===== config.mk =====
export PLATFORM = sky130hd
export DESIGN_NAME = pipe_skid_reg
export DESIGN_NICKNAME = d
export VERILOG_FILES = /design/src/rtl/pipe_skid_reg.sv
export SDC_FILE = /design/constraint.sdc
export NUM_CORES = 1
export LEC_CHECK = 0
export BUFFER_PORTS_ARGS = -buffer_cell sky130_fd_sc_hd__buf_2
export CORE_ASPECT_RATIO = 1.5
export CORE_MARGIN = 8
export CORE_UTILIZATION = 44
export CTS_BUF_LIST = sky130_fd_sc_hd__clkbuf_8
export DETAILED_ROUTE_END_ITERATION = 10
export PLACE_DENSITY_LB_ADDON = 0.1
export REMOVE_ABC_BUFFERS = 1
export SYNTH_ARGS = -nofsm -noshare
export SYNTH_HDL_FRONTEND = slang
export SYNTH_SLANG_ARGS = --single-unit

===== constraint.sdc =====
create_clock -name I_CLK -period 1.4 [get_ports I_CLK]
set_input_delay 0.28 -clock I_CLK [delete_from_list [all_inputs] [get_ports I_CLK]]
set_output_delay 0.28 -clock I_CLK [all_outputs]
set_load 0.05 [all_outputs]

===== src/rtl/pipe_skid_reg.sv =====
// pipe_skid_reg: two-entry registered pipeline stage with a valid/ready
// handshake and a skid buffer. It sits between the operand/PC select muxes
// and the next RV32I stage.
//
// Every output comes straight from a flop, so the downstream stall has no
// combinational path back into the upstream mux-select logic. O_READY drops
// one cycle after the first stalled accept. The skid register holds the word
// that was accepted in that cycle.
//
// Optional feature: define PIPE_SKID_REG_PERF_CNT_EN to build a saturating
// 32-bit stall-cycle counter on O_STALL_CNT. Without the macro, O_STALL_CNT
// is tied to zero and no counter flops are built.
//
// state | meaning
// ------+-------------------------------------------------------------
// EMPTY | no entry held; O_VALID=0, O_READY=1
// BUSY  | main register valid, skid free; O_VALID=1, O_READY=1
// FULL  | main and skid both valid; O_VALID=1, O_READY=0
module pipe_skid_reg #(
  parameter int DW = 32
) (
  input  logic          I_CLK,
  input  logic          I_RST,
  input  logic          I_FLUSH,
  input  logic          I_VALID,
  output logic          O_READY,
  input  logic [DW-1:0] I_DATA,
  output logic          O_VALID,
  input  logic          I_READY,
  output logic [DW-1:0] O_DATA,
  output logic [31:0]   O_STALL_CNT
);

  localparam logic [1:0] ST_EMPTY = 2'd0;
  localparam logic [1:0] ST_BUSY  = 2'd1;
  localparam logic [1:0] ST_FULL  = 2'd2;

  logic [1:0]    state_q, state_d;
  logic          valid_q, valid_d;
  logic          ready_q, ready_d;
  logic [DW-1:0] main_q, main_d;
  logic [DW-1:0] skid_q, skid_d;

  logic acc;
  logic deq;
  logic main_ld_in;
  logic main_ld_skid;
  logic skid_ld;

  // Handshake qualifiers. They use registered outputs only, so no input
  // reaches an output within the same cycle.
  always_comb begin
    acc = I_VALID & ready_q;
    deq = valid_q & I_READY;
  end

  // Next-state and register-load decode. A flush overrides every transition
  // and suppresses loads. The data registers keep their old values because
  // their contents are don't-care once the matching entry is invalid.
  always_comb begin
    state_d      = state_q;
    main_ld_in   = 1'b0;
    main_ld_skid = 1'b0;
    skid_ld      = 1'b0;

    case (state_q)
      ST_EMPTY: begin
        if (acc) begin
          state_d    = ST_BUSY;
          main_ld_in = 1'b1;
        end
      end
      ST_BUSY: begin
        if (acc && deq) begin
          main_ld_in = 1'b1;
        end else if (acc) begin
          state_d = ST_FULL;
          skid_ld = 1'b1;
        end else if (deq) begin
          state_d = ST_EMPTY;
        end
      end
      ST_FULL: begin
        if (deq) begin
          state_d      = ST_BUSY;
          main_ld_skid = 1'b1;
        end
      end
      default: begin
        state_d = ST_EMPTY;
      end
    endcase

    if (I_FLUSH) begin
      state_d      = ST_EMPTY;
      main_ld_in   = 1'b0;
      main_ld_skid = 1'b0;
      skid_ld      = 1'b0;
    end
  end

  // Datapath muxes and output flags. The flags are precomputed from the next
  // state, so O_VALID and O_READY each leave directly from a flop.
  always_comb begin
    main_d = main_q;
    if (main_ld_skid) begin
      main_d = skid_q;
    end else if (main_ld_in) begin
      main_d = I_DATA;
    end

    skid_d = skid_q;
    if (skid_ld) begin
      skid_d = I_DATA;
    end

    valid_d = (state_d != ST_EMPTY);
    ready_d = (state_d != ST_FULL);
  end

  // State and data registers. Reset empties the stage and zeroes both data
  // registers, and it takes priority over flush.
  always_ff @(posedge I_CLK) begin
    if (I_RST) begin
      state_q <= ST_EMPTY;
      valid_q <= 1'b0;
      ready_q <= 1'b1;
      main_q  <= '0;
      skid_q  <= '0;
    end else begin
      state_q <= state_d;
      valid_q <= valid_d;
      ready_q <= ready_d;
      main_q  <= main_d;
      skid_q  <= skid_d;
    end
  end

  assign O_VALID = valid_q;
  assign O_READY = ready_q;
  assign O_DATA  = main_q;

`ifdef PIPE_SKID_REG_PERF_CNT_EN
  logic [31:0] stall_cnt_q, stall_cnt_d;

  // Count cycles where a word is offered downstream but not taken. The count
  // saturates instead of wrapping, and a flush wins over the increment.
  always_comb begin
    stall_cnt_d = stall_cnt_q;
    if (I_FLUSH) begin
      stall_cnt_d = '0;
    end else if (valid_q && !I_READY && (stall_cnt_q != 32'hFFFF_FFFF)) begin
      stall_cnt_d = stall_cnt_q + 32'd1;
    end
  end

  // Stall counter register.
  always_ff @(posedge I_CLK) begin
    if (I_RST) begin
      stall_cnt_q <= '0;
    end else begin
      stall_cnt_q <= stall_cnt_d;
    end
  end

  assign O_STALL_CNT = stall_cnt_q;
`else
  assign O_STALL_CNT = 32'd0;
`endif

endmodule


======== After elaboration in Yosys (flattened, before gate mapping) ========
Index checks and enable logic that the tools add are counted.
operators by class
  shifts and indexed selects .............. 0
  multiplexer cells ....................... 19
  magnitude comparators ................... 0
  bitwise gates (word level) .............. 2
  reduce and logical (&&, ||, !) cells .... 4
  $mul .................................... 0
  div/mod/pow operators ................... 0
  equal/unequal tests ..................... 3
  $add $sub $neg .......................... 0
operators with widths
  cell                                                                    number
  32-bit two-way mux                                                      2
  2-bit two-way mux                                                       6
  1-bit two-way mux                                                       9
  2-bit one-hot mux with 3 select lines                                   1
  2-bit nonzero test                                                      2
  1-bit bitwise AND                                                       2
  2-bit by 1-bit equality test with 1-bit output (second input constant)  1
  2-bit equality test (second input constant)                             1
  2-bit logical NOT                                                       1
  2-bit != test (second input constant)                                   1
  1-bit one-hot mux with 2 select lines                                   1
  1-bit logical AND                                                       1
storage, ports and cells
  latch bits .............................. 0
  memories ................................ 0
  bits in writable memories ............... 0
  memory bits (read-only) ................. 0
  bits in registers ....................... 68
  input port bits ......................... 37
  output and inout bits ................... 66
  logic and storage cells ................. 33

======== Depth between registers and ports, before layout ========
  depth in word-level cells ............... 7
  depth in mapped cells ................... 6
  depth with buffers taken out ............ 4

======== Least setup slack after synthesis ========
No wires, ideal clock.
  path type ............................... reg-to-reg
  start ................................... register ready_q, in the netlist O_READY
  end ..................................... register skid_q[10]
  required time ........................... 1.268 ns
  buffers on the path ..................... 2
  slack ................................... -0.468 ns
  data arrival time ....................... 1.736 ns
  setup time .............................. 0.132 ns
  cell stages (with the launch flop) ...... 7
  cells stage by stage .................... dfxtp_1 > nand2_1 > or4_1 > clkbuf_1 > buf_2 > nand2_1 > a21oi_1
between the ends
  cells in the longest elaborated chain, start to end .. 5
  elaborated cells between the ends (all ways) .. 6
ends and longest elaborated chain
  element                                                        line    source
  from (decl)                                                    40      logic ready_q, ready_d;
  from (signal assigned)                                         133     ready_q <= ready_d;
  1-bit bitwise AND *                                            53      acc = I_VALID & ready_q;
  1-bit two-way mux / 1-bit logical AND (equally long branches)  76, 74
  1-bit two-way mux *                                            74      if (acc && deq) begin
  1-bit two-way mux *                                            66      case (state_q)
  1-bit two-way mux *                                            94      if (I_FLUSH) begin
  to (signal assigned)                                           135     skid_q <= skid_d;
  to (decl)                                                      42      logic [DW-1:0] skid_q, skid_d;
Mark *: on every way between the ends. The rest lies on a longest branch, timed or not.
A chain may end at the register's enable or synchronous reset.

======== Worst setup path in the final report ========
  start ................................... register state_q[0]
  end ..................................... register skid_q[29]
between the ends
  cells in the longest elaborated chain, start to end .. 3
ends and longest elaborated chain
  element                                         line  source
  from (decl)                                     38    logic [1:0] state_q, state_d;
  from (signal assigned)                          131   state_q <= state_d;
  2-bit by 1-bit equality test with 1-bit output  66
  1-bit two-way mux                               66
  1-bit two-way mux                               94
No other way between the ends.

==> flow_metrics.py <==
metrics = {
    "critical_path": {
        "cp.required_ns": 1.61,
        "r2r_cells": 5,
        "endpoint": "skid_q[29]$_SDFFE_PP0P_",
        "rr_endpoint": "skid_q[29]$_SDFFE_PP0P_",
        "ff2ff_setup_slack_ns": -0.18,
        "cp-start-kind": "flop",
        "path_class": "reg -> reg",
        "cp-startpoint": "state_q[0]$_SDFF_PP0_",
        "cp.arrival_ns": 1.79,
        "worstReg2RegStart": "state_q[0]$_SDFF_PP0_",
        "crit_path_end_kind": "flop",
        "path_max_fanout": 8,
    },
    "placed_design": {
        "dp_cells": 490,
        "dpl_cell_area_mm2": 0.00353,
        "dpl.hpwl_um": 5360,
        "routabilityCongestion": 0.771,
        "portBuffers": 70,
    },
    "route": {
        "drt-vias-per-instance": 5.28,
        "drc": 0,
        "via_count": 2702,
        "ant_nets": 0,
        "wire_per_inst_um": 17.5,
        "dr.pass1.iters": 4,
        "routed_wl_um": 8970,
        "drtIter0Drc": 129,
    },
    "yosys": {
        "synth-async-reset-ratio_pct": 0,
        "synth_ff_type": "dfxtp_1",
        "syn_inst": 346,
        "yosysMostFrequentCell": "dfxtp_1",
        "synth_area_leaders": "dfxtp_1 45%, mux2i_1 11%, a221oi_1 9.3%, nand2_1 8.3%, buf_4 8.0%",
        "netlist_area_mm2": 0.00302,
        "synth_top_area_share_pct": 45.1,
        "yosysWarningCount": 0,
        "ys_seq_elements": 68,
        "synth_seq_area_share_pct": 45.1,
        "ys_types": 26,
        "syn_avg_cell_area_um2": 8.72,
        "synthTopCellsByCount": "68 x dfxtp_1, 67 x nand2_1, 35 x nor2_1",
        "yosys.area.top_type": "dfxtp_1",
        "synth_edf_count": 0,
    },
    "clock_network": {
        "root_buffer": "clkbuf_8",
        "clock_path_buffers": 2,
        "clock-sinks": 68,
        "cts_tree": "done",
        "cts_buffers": 9,
        "clk_latency_ns": 0.34,
        "cts-htree-levels": 3,
        "path_clk_slew_ns": 0.07,
    },
    "pwr": {
        "leakage_nw": 1.92,
        "ir_drop_v": 0.000833,
        "powerDensity_mw_per_mm2": 1130,
    },
    "timing": {
        "finClkSkew_ns": 0.00894,
        "timing.final.crit_share_pct": 113,
        "rsz0062_at_grt": "true",
        "setup_viol": 65,
        "fmax_mhz": 633,
        "drv_slew": 0,
        "hold_ws_ns": 0.190,
        "layout_min_cycle_time_ns": 1.58,
        "hold_viol": 0,
        "setup_slack_ns": -0.180,
    },
    "layout": {
        "stdcell_area_mm2": 0.00429,
        "final_nets": 466,
        "multiInputGateArea_mm2": 0.00183,
        "num_antenna_cells": 0,
        "finalNonFillerCells": 512,
        "fillerInstances": 581,
        "seqCellArea_mm2": 0.00136,
        "drive_gt1_share_pct": 44.7,
        "syn_to_final_growth_pct": 42.4,
    },
    "outcome": {
        "violations": "negative setup slack",
        "status": "finished with violations",
    },
    "die": {
        "io_pins": 103,
        "rows": 37,
        "die_w_um": 83.6,
        "die_height_um": 117,
        "start_util_pct": 44.6,
        "die_area_mm2": 0.00981,
        "fp.coreArea_mm2": 0.00676,
    },
    "global_route": {
        "grt.total_usage_pct": 16.1,
        "grt_pass1_wl_um": 13400,
        "grt_max_degree": 42,
        "grt_pass1_vias": 2656,
        "antenna_found_initial": 0,
        "grt_overflow": 0,
    },
    "min_path": {
        "worst_hold_path_type": "in -> reg",
    },
    "job": {
        "max_cap_viol_count": 0,
    },
}
[registers in the layout, indices dropped and copies added, names as in the netlist]
register / count
state_q: 2
O_VALID: 1
O_DATA: 32
O_READY: 1
skid_q: 32
[cells in the final DEF, fill, tap and decap left out, drive strengths merged]
master	n
and2	1
dfxtp	68
or4	2
clkbuf	17
nor4	2
nor3b	1
nor2	35
nand3	1
buf	97
nand2b	1
a21bo	1
o221ai	1
a221oi	32
o31ai	1
nand3b	1
mux2i	32
a211o	1
bufinv	1
nor3	2
nand2	67
a21oi	34
clkinvlp	1
mux2	1
clkinv	1
conb	32
nor2b	1
[where the power goes]
group          switching (W)  internal, W  leakage, nW
clock               0.000720      0.00101        0.112
sequential         0.0000526      0.00202        0.556
combinational       0.000738     0.000285         1.26
[final cells by class]
| class | instances | share of cell area [%] |
|---|---|---|
| Multi-Input combinational cell | 249 | 42.5 |
| Sequential cell | 68 | 31.8 |
| Clock buffer | 13 | 4.17 |
| Tap cell | 78 | 2.27 |
| Clock inverter | 3 | 0.991 |
| Timing Repair Buffer | 101 | 18.3 |
[worst max-delay path, stage by stage (launching register included)]
cell,delay (ns)
dfxtp_2,0.36
a21bo_4,0.23
or4_4,0.51
clkbuf_16,0.23
nand2_2,0.08
a21oi_2,0.04
[logic make-up after synthesis]
logic type | count (synthesis) | share of synthesized area (%)
muxes | 33 | 11.0
other | 1 | 0.124
AOI/OAI and AO/OA | 70 | 16.1
buffers and inverters | 60 | 12.0
DFF | 68 | 45.1
and+or+nand+nor | 114 | 15.6
[through the flow]
| step | setup slack (ns) | total power (W) | TNS (ns) | util [%] |
|---|---|---|---|---|
| finish | -0.180 | 0.00483 | -8.89 | 63.5 |
| global route | -0.234 | 0.00502 | -12.01 | 63.5 |
| CTS | -0.132 | 0.00479 | -6.23 | 56.3 |
| detailed placement | -0.136 | 0.00304 | -6.42 | 52.2 |
| global placement | -0.0965 | 0.00303 | -5.46 | 52.2 |
| floorplan | -1.76 | 0.00274 | -93.87 | - |
[routing by layer]
metal / wire length (um) / part of all wire, % / global-route usage (%)
met1: 3460 / 39 / 17.7
met2: 4750 / 53 / 27.8
met3: 608 / 6.8 / 6.02
met5: 0 / 0 / 0
met4: 144 / 1.6 / 4.66
[worst min path at each step]
stage	from	end	cells after the start
detailed placement	skid_q[23]$_SDFFE_PP0P_	skid_q[23]$_SDFFE_PP0P_	2
finish	I_DATA[7]	skid_q[7]$_SDFFE_PP0P_	3
global route	I_DATA[7]	skid_q[7]$_SDFFE_PP0P_	3
CTS	I_DATA[10]	skid_q[10]$_SDFFE_PP0P_	3
floorplan	I_RST	skid_q[0]$_SDFFE_PP0P_	1
global placement	skid_q[29]$_SDFFE_PP0P_	skid_q[29]$_SDFFE_PP0P_	2
[timing repair]
item / CTS / global route
gates resized for setup: 8 / 102
pin swaps: 1 / 59
buffers inserted: 0 / 1
hold buffers: 0 / 0
cloned: 1 / 4
endpoints found under the setup margin: 65 / 65
Power figures use the tool's default switching activity.
